$ cat src/rtl/naive_bus_arb_pkg.sv
// Shared types and helpers for naive_bus arbiters: master index type and
// a wrap-around increment for round-robin pointers.
package naive_bus_arb_pkg;

  localparam int NB_ARB_MAX_MASTERS = 8;

  typedef logic [2:0] idx_t;

  // Wraps explicitly at n-1 so non-power-of-two master counts stay in range.
  function automatic idx_t nb_wrap_inc(idx_t idx, int n);
    if (int'(idx) >= n - 1)
      return '0;
    else
      return idx + 3'd1;
  endfunction

endpackage

$ cat src/rtl/nb_rr_pick.sv
// Combinational picker: first asserted request at or after ptr, wrapping
// modulo N. Reusable by any rotating-priority arbiter.
module nb_rr_pick
  import naive_bus_arb_pkg::*;
#(
  parameter int N = 2
) (
  input  logic [N-1:0] req,
  input  idx_t         ptr,
  output logic         found,
  output idx_t         idx
);

  always_comb begin
    int j;
    found = 1'b0;
    idx   = '0;
    for (int k = 0; k < N; k++) begin
      j = int'(ptr) + k;
      if (j >= N) j = j - N;
      if (!found && req[j]) begin
        found = 1'b1;
        idx   = idx_t'(j);
      end
    end
  end

endmodule

$ cat src/rtl/naive_bus_arbiter.sv
// Shares one naive_bus slave port between N_MASTERS requesters.
// NB_ARB_ROUND_ROBIN_EN selects round-robin; otherwise fixed priority (index 0 highest).
module naive_bus_arbiter
  import naive_bus_arb_pkg::*;
#(
  parameter int N_MASTERS = 2,
  parameter int AW        = 32,
  parameter int DW        = 32
) (
  input  logic                      clk,
  input  logic                      rst_n,
  input  logic [N_MASTERS-1:0]      m_rd_req,
  input  logic [N_MASTERS*AW-1:0]   m_rd_addr,
  output logic [N_MASTERS-1:0]      m_rd_gnt,
  output logic [N_MASTERS*DW-1:0]   m_rd_data,
  input  logic [N_MASTERS-1:0]      m_wr_req,
  input  logic [N_MASTERS*AW-1:0]   m_wr_addr,
  input  logic [N_MASTERS*DW-1:0]   m_wr_data,
  input  logic [N_MASTERS*DW/8-1:0] m_wr_be,
  output logic [N_MASTERS-1:0]      m_wr_gnt,
  output logic                      s_rd_req,
  output logic [AW-1:0]             s_rd_addr,
  input  logic                      s_rd_gnt,
  input  logic [DW-1:0]             s_rd_data,
  output logic                      s_wr_req,
  output logic [AW-1:0]             s_wr_addr,
  output logic [DW-1:0]             s_wr_data,
  output logic [DW/8-1:0]           s_wr_be,
  input  logic                      s_wr_gnt
);

  localparam int BW = DW / 8;

  logic [N_MASTERS-1:0] cand;
  idx_t                 ptr;
  logic                 found;
  idx_t                 pick_idx;
  logic                 lock_vld;
  idx_t                 lock_idx;
  logic                 rd_own_vld;
  idx_t                 rd_own_idx;
  idx_t                 owner;
  logic                 rd_fire;
  logic                 any_gnt;
  logic                 fwd;

  assign cand = m_rd_req | m_wr_req;

`ifdef NB_ARB_ROUND_ROBIN_EN
  idx_t rr_ptr;

  always_ff @(posedge clk or negedge rst_n) begin
    if (!rst_n)
      rr_ptr <= '0;
    else if (any_gnt)
      rr_ptr <= nb_wrap_inc(owner, N_MASTERS);
  end

  assign ptr = rr_ptr;
`else
  assign ptr = '0;
`endif

  nb_rr_pick #(.N(N_MASTERS)) u_pick (
    .req   (cand),
    .ptr   (ptr),
    .found (found),
    .idx   (pick_idx)
  );

  assign owner = lock_vld ? lock_idx : pick_idx;

  // A locked owner that dropped its request forwards nothing; the lock then clears.
  always_comb begin
    logic own_rd;
    logic own_wr;
    own_rd    = 1'b0;
    own_wr    = 1'b0;
    s_rd_req  = 1'b0;
    s_wr_req  = 1'b0;
    s_rd_addr = '0;
    s_wr_addr = '0;
    s_wr_data = '0;
    s_wr_be   = '0;
    m_rd_gnt  = '0;
    m_wr_gnt  = '0;
    if (|cand) begin
      own_rd    = m_rd_req[owner];
      own_wr    = m_wr_req[owner];
      s_rd_req  = own_rd;
      s_wr_req  = own_wr & ~own_rd;
      s_rd_addr = m_rd_addr[int'(owner)*AW +: AW];
      s_wr_addr = m_wr_addr[int'(owner)*AW +: AW];
      s_wr_data = m_wr_data[int'(owner)*DW +: DW];
      s_wr_be   = m_wr_be[int'(owner)*BW +: BW];
      m_rd_gnt[owner] = s_rd_req & s_rd_gnt;
      m_wr_gnt[owner] = s_wr_req & s_wr_gnt;
    end
  end

  assign rd_fire = s_rd_req & s_rd_gnt;
  assign any_gnt = rd_fire | (s_wr_req & s_wr_gnt);
  assign fwd     = s_rd_req | s_wr_req;

  always_ff @(posedge clk or negedge rst_n) begin
    if (!rst_n) begin
      lock_vld   <= 1'b0;
      lock_idx   <= '0;
      rd_own_vld <= 1'b0;
      rd_own_idx <= '0;
    end else begin
      if (any_gnt) begin
        lock_vld <= 1'b0;
      end else if (fwd) begin
        lock_vld <= 1'b1;
        lock_idx <= owner;
      end else begin
        lock_vld <= 1'b0;
      end
      rd_own_vld <= rd_fire;
      if (rd_fire) rd_own_idx <= owner;
    end
  end

  always_comb begin
    m_rd_data = '0;
    if (rd_own_vld) m_rd_data[int'(rd_own_idx)*DW +: DW] = s_rd_data;
  end

endmodule

$ cat config.mk
export PLATFORM = sky130hd
export DESIGN_NAME = naive_bus_arbiter
export DESIGN_NICKNAME = d
export VERILOG_FILES = /design/src/rtl/naive_bus_arb_pkg.sv /design/src/rtl/nb_rr_pick.sv /design/src/rtl/naive_bus_arbiter.sv
export SDC_FILE = /design/constraint.sdc
export NUM_CORES = 1
export LEC_CHECK = 0
export BUFFER_PORTS_ARGS = -buffer_cell sky130_fd_sc_hd__buf_2
export CAP_MARGIN = 25
export CORE_AREA = 2 2 161 163
export DETAILED_ROUTE_END_ITERATION = 10
export DIE_AREA = 0 0 163 165
export SYNTH_ARGS = -nofsm -noshare
export SYNTH_HDL_FRONTEND = slang
export SYNTH_SLANG_ARGS = --single-unit
export TNS_END_PERCENT = 30
$ cat constraint.sdc
create_clock -name clk -period 2.3 [get_ports clk]
set_input_delay 0.23 -clock clk [delete_from_list [all_inputs] [get_ports clk]]
set_output_delay 0.23 -clock clk [all_outputs]
set_load 0.05 [all_outputs]
==> results of run 1 <==
==> flip-flops by register name, indices dropped and copies added (netlist names) <==
signal,flops
lock_idx,3
rd_own_vld,1
rd_own_idx,3
lock_vld,1
==> cells in the mapped netlist, drive strengths merged <==
master	count
nand2	203
a21oi	103
and2	64
buf	26
clkbuf	14
dfrtp	8
inv	7
o21ai	6
nor2	5
nand2b	4
nand3	3
nor3	3
o21a	3
ha	2
nor2b	2
or2	2
a21o	1
a31o	1
a31oi	1
mux2	1
nand4	1
o211ai	1
o21bai	1
o41a	1
o41ai	1
or4	1
==> metrics by stage <==
stage               hold WS (ps)  area (um^2)  setup slack, ps
global route               323.8         5871           -305.7
CTS                        311.6         5665           -244.1
floorplan                 -65.59         2429           -122.8
detailed placement         84.72         5155           -262.5
finish                     303.6         5871           -262.8
global placement           82.92         5155           -198.8
==> routing by layer <==
metal	vias to the layer above	GRT usage, %	part of all wire (%)
met4	0	1.609	0.61
met2	275	19.80	54
li1	2299	-	-
met5	-	0	0
met1	2040	11.01	36
met3	8	2.135	9.4
==> cell usage in the layout, fill, tap and decap left out, drive strengths merged <==
cell type,synthesis,final
nand4,1,1
nor2b,2,2
dfrtp,8,8
mux2,1,1
buf,26,426
o41a,1,1
or4,1,1
diode,0,1
nand2,203,203
o21bai,1,1
and2,64,64
dlygate4sd3,0,1
o211ai,1,1
or2,2,2
ha,2,2
o41ai,1,1
o21a,3,3
clkbuf,14,15
nor3,3,3
a21oi,103,103
a21o,1,1
a31oi,1,1
nand3,3,3
nand2b,4,4
o21ai,6,6
nor2,5,5
a31o,1,1
inv,7,7
==> final cells by class <==
class                           instances  area (um^2)  share of cell area, %
Multi-Input combinational cell        410         2113                  36.00
Clock buffer                            3        75.07                  1.279
Inverter                                7        26.28                 0.4476
Timing Repair Buffer                  439         3040                  51.79
Tap cell                              330        412.9                  7.033
Sequential cell                         8        200.2                  3.410
Antenna cell                            1        2.502                0.04263
==> kinds of logic (layout without fill, tap and decap cells) <==
| group | after synthesis | count (layout) | synth area share, % |
|---|---|---|---|
| other cells | 0 | 1 | 0 |
| mux | 1 | 1 | 0.4719 |
| fa+ha+maj | 2 | 2 | 1.049 |
| buf+inv | 47 | 449 | 9.596 |
| compound gates | 119 | 119 | 26.85 |
| simple gates | 288 | 288 | 53.64 |
| flops | 8 | 8 | 8.390 |
==> where the power goes <==
part | switching (mW) | internal, mW
clock network | 0.0659 | 0.224
logic | 3.40 | 1.57
registers | 0.0247 | 0.167
total | 3.49 | 1.96
==> critical path, cell delays in order (launching register included) <==
cell and delay [ps]:
dfrtp_1 390, inv_2 90, ha_4 130, inv_2 40
ha_4 210, or4_4 430, nor3_4 160, buf_12 150
buf_6 90, buf_12 120, and2_4 150, buf_8 140
==> what timing repair did <==
| item | 4_1_cts | 5_1_grt |
|---|---|---|
| endpoints found under the hold margin | 8 | 0 |
| hold buffers | 1 | 0 |
| pin swaps | 15 | 10 |
| setup endpoints to repair | 40 | 125 |
| resized for setup | 97 | 58 |
| gates cloned | 2 | 2 |
| setup buffers | 7 | 5 |
==> path summary, 6_finish.rpt <==
| kind | from | to | slack (ps) |
|---|---|---|---|
| min in group asynchronous | rst_n | lock_idx[0] | 380 |
| max | rd_own_idx[0] | m_rd_data[24] | -260 |
| max in group asynchronous | rst_n | rd_own_idx[2] | 1750 |
| min reg2reg | lock_idx[1] | lock_idx[1] | 540 |
| max reg2reg | lock_vld | lock_idx[0] | 620 |
| min | s_rd_gnt | rd_own_idx[1] | 300 |
==> results.yml, run 1 <==
logic_synthesis:
  syn_avg_cell_area_um2: 5.131
  netlist.area_leader.share_pct: 31.93
  ys_warn_count: 0
  synth_nets: 707
  synth_cells: 465
  yosysTopAreaCell: "nand2_1"
  ys_types: 32
  synth.area.top_cells: "nand2_1 32%, a21oi_1 22%, and2_1 17%, dfrtp_1 8.4%, buf_2 4.0%"
  ys_ff_latch: 8
  ys_seq_area_share_pct: 8.390
  synth_area_um2: 2386
floorplan:
  start_util_pct: 9.530
  die_area_um2: 26900
  ios: 410
  fp.dieW_um: 163
  core_area_um2: 25040
  rows: 58
  die_height_um: 165
finish:
  fin_util_pct: 23.45
  stdcell_count: 1198
  area_growth_pct: 146.0
  fill_cells: 2815
  drive_above_1_share_pct: 56.40
  nNetsFinal: 1111
placement:
  routabilityCongestion: 0.7715
  hpwlAfterDp_mm: 12.76
  io_buffers: 409
  placed_cells: 1178
timing:
  fin_setup_tns_ps: -6374
  fin_ws_ps: -262.8
  drv_slew: 0
  fin_crit_sh_pct: 111.4
  tightest_slew_ps: 468.8
  fmax_mhz: 390.2
  slew_headroom_pct: 68.61
  hold_viol: 0
  fin_skew_ps: 3.027
  final.min_clock_period_ps: 2563
  setup_viol: 32
  rsz0062_at_grt: "yes"
detailed_routing:
  drt-initial-drc-count: 216
  drt-total-wl_mm: 16.93
  drc: 0
  ant_nets: 0
  first_pass_iters: 6
  avgViaCountPerCell: 3.858
  vias: 4622
  wl_per_cell_um: 14.13
power:
  power_density_nw_per_um2: 929.2
  finalPower_mw: 5.455
  p_leak_nw: 3.210
  peakVddDrop_mv: 0.3499
clock_network:
  insertion_delay_ps: 230
  htreeDepth: 1
  cts_num_sinks: 8
  clkTransAtPathRegs_ps: 40
  cts-root-buf: "clkbuf_16"
  cts_max_path_buffers: 2
  cts_tree: "yes"
  cts-buffers-inserted: 3
flow_run:
  maxCapViolCount: 0
critical_path:
  crit_type: "flip-flop to output port"
  cp.arrival_ps: 2330
  worstPathMaxFanout: 8
  crit_path_end_kind: "output port"
  start_kind: "flip-flop"
  cp.required_ps: 2070
  r2r_cells: 6
min_path:
  holdPathStages: 3
  hp-class: "input port to flip-flop"
global_route:
  grt_overflow: 0
  grt_pass1_vias: 3937
  antenna_found_initial: 1
  grt_pass1_wl_mm: 21.05
  grt_start_max_net_pins: 63
  grt_use_total_pct: 10.00
outcome:
  failed_checks: "setup timing"
  status: "finished with violations"
No activity file was read; power rests on OpenSTA's default activity.
==> inputs of run 2 (changes only) <==
CORE_AREA = 2 2 158 160   (was 2 2 161 163)
DIE_AREA = 0 0 160 162   (was 0 0 163 165)
SYNTH_HIERARCHICAL = 1   (was unset)
==> run 2 against run 1 <==
Against the previous run: clock skew fell by 2.1 ps; sequential share of layout area fell by 0.42 points; clock-buffer cell count unchanged; highest routed layer unchanged; final area rose by 15%; the flow still finishes with violations (setup timing); critical path depth shrank 1; maximum frequency is 1.3% lower; synthesized cell count rose by 5.8%.
==> results.yml, run 2 <==
finish:
  fill_cells: 2616
  drive_above_1_share_pct: 60.72
  final_cell_mix: "335 x buf_2, 207 x nand2_1, 55 x a21oi_1"
  nNetsFinal: 1164
  fin_util_pct: 27.99
  final_common_cell: "buf_2"
  area_growth_pct: 156.7
  multi_input_area_um2: 2932
  seqCellArea_um2: 201.4
  largest_registers: "lock_idx x3, rd_own_idx x3"
  fin_area_um2: 6748
timing:
  rsz0062_at_grt: "yes"
  fin_ws_ps: -296.6
  setup_viol: 32
  fmax_mhz: 385.1
  hold_viol: 0
  fin_setup_tns_ps: -8475
  drv_slew: 0
  final.min_clock_period_ps: 2597
  fin_crit_sh_pct: 112.9
  fin_skew_ps: 0.9644
global_route:
  grt_use_total_pct: 12.25
  grt_start_max_net_pins: 75
  grt_overflow: 0
  grt_pass1_vias: 4808
  grt_pass1_wl_mm: 25.46
  antenna_found_initial: 6
clock_network:
  cts_max_path_buffers: 2
  cts_tree: "yes"
  clkTransAtPathRegs_ps: 40
  cts_num_sinks: 8
  cts-root-buf: "clkbuf_16"
  cts-buffers-inserted: 3
  htreeDepth: 1
  insertion_delay_ps: 230
floorplan:
  core_area_um2: 24110
  die_area_um2: 25920
  die_height_um: 162
  start_util_pct: 10.91
  fp.dieW_um: 160
  rows: 57
  ios: 410
detailed_routing:
  wl_per_cell_um: 14.09
  drc: 0
  drt-total-wl_mm: 17.50
  drt-initial-drc-count: 218
  avgViaCountPerCell: 3.989
  first_pass_iters: 4
  ant_nets: 0
  vias: 4954
outcome:
  status: "finished with violations"
  failed_checks: "setup timing"
critical_path:
  crit_path_end_kind: "output port"
  critPathTopFamily: "simple AND/OR/NAND/NOR gates"
  critical_path.cell_chain: "inv_2, ha_4, inv_2, ha_4, or4_4, nor3_4, buf_6, buf_12, and2_4, buf_8"
  cp.arrival_ps: 2370
  worst-path-buf-inv: 5
  start_kind: "flip-flop"
  worst_path_max_delay_cell: "or4_4"
  worstPathMaxFanout: 8
  max_stage_delay_ps: 490
  cp.required_ps: 2070
  crit_type: "flip-flop to output port"
logic_synthesis:
  ys_warn_count: 6
  synth_area_um2: 2629
  synth_cells: 492
  syn_avg_cell_area_um2: 5.343
placement:
  place_area_um2: 6103
  routabilityCongestion: 0.8061
  io_buffers: 409
  hpwlAfterDp_mm: 14.28
flow_run:
  maxCapViolCount: 0
power:
  finalPower_mw: 5.668
  p_leak_nw: 3.474
  peakVddDrop_mv: 0.4276
  power_density_nw_per_um2: 840.0
min_path:
  hp-class: "input port to flip-flop"
[run 2: final timing paths]
| kind | from | to | slack [ps] | cells after the start |
|---|---|---|---|---|
| max | rd_own_idx[1] | m_rd_data[27] | -300 | 10 |
| max reg2reg | lock_vld | lock_idx[1] | 300 | 5 |
| min in group asynchronous | rst_n | rd_own_vld | 410 | 2 |
| min | s_rd_gnt | rd_own_idx[2] | 290 | 2 |
| min reg2reg | lock_idx[2] | lock_idx[2] | 520 | 1 |
| max in group asynchronous | rst_n | lock_vld | 1710 | 2 |
[run 2: per-layer routing]
layer  up-vias  share of wire (%)  GRT usage, %
li1       2440                  -             -
met4         0                2.0         3.972
met5         -                  0             0
met2       291                 54         24.30
met3        22                7.7         2.707
met1      2201                 37         12.68
[run 2: where the power goes]
part	leakage [nW]	internal [mW]	total, mW	switching (mW)
Sequential	0.0955	0.199	0.258	0.0584
Combinational	3.34	1.68	5.12	3.44
Clock	0.0370	0.224	0.290	0.0664
[run 2: cell type report]
cell class	count	share of cell area [%]
flip-flops and latches	8	2.985
inverters	8	0.5006
multi-input cells	449	43.45
clock buffers	3	1.113
well taps	324	6.008
diodes	4	0.1483
repair buffers	446	45.80
[run 2: timing repair]
action,CTS,global route
hold buffers,1,0
setup buffers,3,0
endpoints found under the setup margin,88,104
cloned,2,0
resized for setup,129,36
endpoints found under the hold margin,8,0
pin swaps,11,10
[run 2: metrics by stage]
step	hold slack [ps]	setup slack (ps)	instances
3_3_place_gp	78.51	-75.96	1230
6_report	288.8	-296.6	1242
2_1_floorplan	-65.59	-262.0	505
4_1_cts	280.3	-252.8	1239
5_1_grt	329.2	-355.2	1242
3_5_place_dp	83.40	-118.5	1230
==> inputs of run 3 (changes only) <==
--- a/config.mk
+++ b/config.mk
@@ -7,10 +7,9 @@
 export LEC_CHECK = 0
-export BUFFER_PORTS_ARGS = -buffer_cell sky130_fd_sc_hd__buf_2
 export CAP_MARGIN = 25
-export CORE_AREA = 2 2 158 160
+export CORE_AREA = 2 2 157 159
 export DETAILED_ROUTE_END_ITERATION = 10
-export DIE_AREA = 0 0 160 162
+export DIE_AREA = 0 0 159 161
+export DONT_BUFFER_PORTS = 1
 export SYNTH_ARGS = -nofsm -noshare
 export SYNTH_HDL_FRONTEND = slang
-export SYNTH_HIERARCHICAL = 1
 export SYNTH_SLANG_ARGS = --single-unit
--- a/constraint.sdc
+++ b/constraint.sdc
@@ -3,2 +3,2 @@
 set_output_delay 0.23 -clock clk [all_outputs]
-set_load 0.05 [all_outputs]
+set_load 0.005 [all_outputs]
==> run 3 against run 2 <==
Against the previous run: the run still ends with setup timing left; largest power group unchanged; first-iteration DRC count is 0.92% higher; cell count is 36% lower; wire length down 24%; die area decreased by 1.2%; critical endpoint is now m_rd_data[18]; clock skew grew 4.1 ps; via count down 32%.
==> results.yml, run 3 (synthesis results as in run 1) <==
finish:
  largest_registers: "lock_idx x3, rd_own_idx x3"
  area_growth_pct: 32.83
  drive_above_1_share_pct: 16.13
  fin_area_um2: 3169
  final_common_cell: "nand2_1"
  final_cell_mix: "203 x nand2_1, 101 x a21oi_1, 44 x and2_1"
  nNetsFinal: 709
min_path:
  holdPathStages: 2
  hp-start: "s_rd_gnt"
  hold_end: "rd_own_vld"
  hp-class: "input port to flip-flop"
flow_run:
  maxCapViolCount: 0
power:
  p_sw_mw: 1.187
  peakVddDrop_mv: 0.2728
  power_density_nw_per_um2: 716.7
  p_comb_share_pct: 77.8
  power_frac_clock_pct: 12.7
  p_leak_nw: 1.328
  swShare_pct: 52.24
  pwr-share-seq_pct: 9.5
  finalPower_mw: 2.271
  intPower_mw: 1.085
floorplan:
  ios: 410
  die_height_um: 161
  rows: 57
  start_util_pct: 9.957
  core_area_um2: 23960
  fp.dieW_um: 159
  die_area_um2: 25600
timing:
  fmax_mhz: 402.9
  final.min_clock_period_ps: 2482
  setup_viol: 32
  drv_slew: 0
  rsz0062_at_grt: "yes"
  hold_viol: 0
  fin_setup_tns_ps: -5464
  slew_headroom_pct: 68.79
  fin_skew_ps: 5.057
  fin_crit_sh_pct: 107.9
  fin_ws_ps: -181.7
  tightest_slew_ps: 469.7
detailed_routing:
  wl_per_cell_um: 16.89
  vias: 3379
  drc: 0
  drt-total-wl_mm: 13.35
  ant_nets: 0
  first_pass_iters: 5
  avgViaCountPerCell: 4.277
  drt-initial-drc-count: 220
clock_network:
  cts-root-buf: "clkbuf_16"
  cts_num_sinks: 8
  insertion_delay_ps: 230
  cts_max_path_buffers: 2
  cts-buffers-inserted: 3
  clkTransAtPathRegs_ps: 30
  cts_tree: "yes"
  htreeDepth: 1
critical_path:
  worstPathMaxFanout: 8
  r2r_cells: 5
  max_stage_delay_ps: 520
  start_kind: "flip-flop"
  r2r-start: "lock_vld"
  worst_path_max_delay_cell: "or4_4"
  cp.required_ps: 2070
  reg2reg_setup_slack_ps: 620
  crit_type: "flip-flop to output port"
  critical_path.cell_chain: "inv_2, ha_4, inv_2, ha_4, or4_4, nor3_4, buf_6, clkbuf_16, and2_4"
  r2r_end: "lock_idx[0]"
  crit_path_end_kind: "output port"
  cp.arrival_ps: 2250
global_route:
  antenna_found_initial: 1
  grt_use_total_pct: 8.540
  grt_pass1_vias: 2687
  grt_overflow: 0
  grt_pass1_wl_mm: 16.55
  grt_start_max_net_pins: 74
outcome:
  failed_checks: "setup timing"
  status: "finished with violations"
placement:
  place_ws_ps: 103.5
  place_area_um2: 2910
  hpwlAfterDp_mm: 11.25
  routabilityCongestion: 0.8910
  io_buffers: 0
run 3: changes by cell type in the layout (fill, tap and decap cells not counted), sizes merged, moves of 3 or more:
cell	delta
mux2	-4
a21oi	-4
o21a	+3
xnor2	-3
buf	-407
diode	-3
conb	-14
nor2b	-3
ha	-6
mux2i	-9
nand2	-4
nor2	+3
run 3: area by class of cell:
cell class	count	area, um^2
diodes	1	2.502
clock buffers	3	75.07
fillers	2758	20790
inverters	7	26.28
multi-input cells	410	2071
flip-flops and latches	8	201.4
well taps	324	405.4
repair buffers	37	387.9
run 3: power groups by stage:
stage | combinational, mW | clock [mW] | sequential, mW
6_report | 1.77 | 0.289 | 0.215
5_1_grt | 1.92 | 0.309 | 0.222
4_1_cts | 1.63 | 0.298 | 0.211
3_5_place_dp | 1.62 | 0 | 0.212
3_3_place_gp | 1.60 | 0 | 0.209
2_1_floorplan | 1.15 | 0 | 0.187
run 3: what timing repair did:
item	CTS	global route
resized for setup	1	33
hold buffers	1	0
pin swaps	1	2
gates cloned	0	2
endpoints found under the hold margin	8	0
setup endpoints to repair	49	41
setup buffers	0	4
run 3: worst max-delay path: cells and delay by family, from the launching register on:
family,cells,cell delay (ps)
and+or+nand+nor,3,890
buffers and inverters,4,410
DFF,1,390
adders and majority gates,2,330
run 3: worst max-delay path by stage:
| stage | start | end | cells past startpoint |
|---|---|---|---|
| after floorplan | rd_own_idx[0] | m_rd_data[12] | 8 |
| after global placement | rd_own_idx[0] | m_rd_data[23] | 8 |
| after detailed placement | rd_own_idx[0] | m_rd_data[23] | 8 |
| after CTS | rd_own_idx[0] | m_rd_data[23] | 8 |
| after global routing | rd_own_idx[0] | m_rd_data[31] | 9 |
| final | rd_own_idx[0] | m_rd_data[18] | 9 |
run 3: metrics by stage:
stage / hold WS (ps) / utilization [%] / cells
floorplan: -65.59 / - / 465
global placement: -65.36 / 12.14 / 779
detailed placement: -65.39 / 12.14 / 779
CTS: 231.5 / 12.51 / 783
global route: 234.1 / 13.23 / 790
finish: 247.6 / 13.23 / 790
run 3: layer usage:
layer	routed length [um]	up-vias	track usage, %	part of all wire, %
met5	0	-	0	0
met4	556	0	3.058	4.2
met3	1226	33	1.207	9.2
met2	6659	324	15.87	50
met1	4902	1527	9.983	37
li1	-	1495	-	-
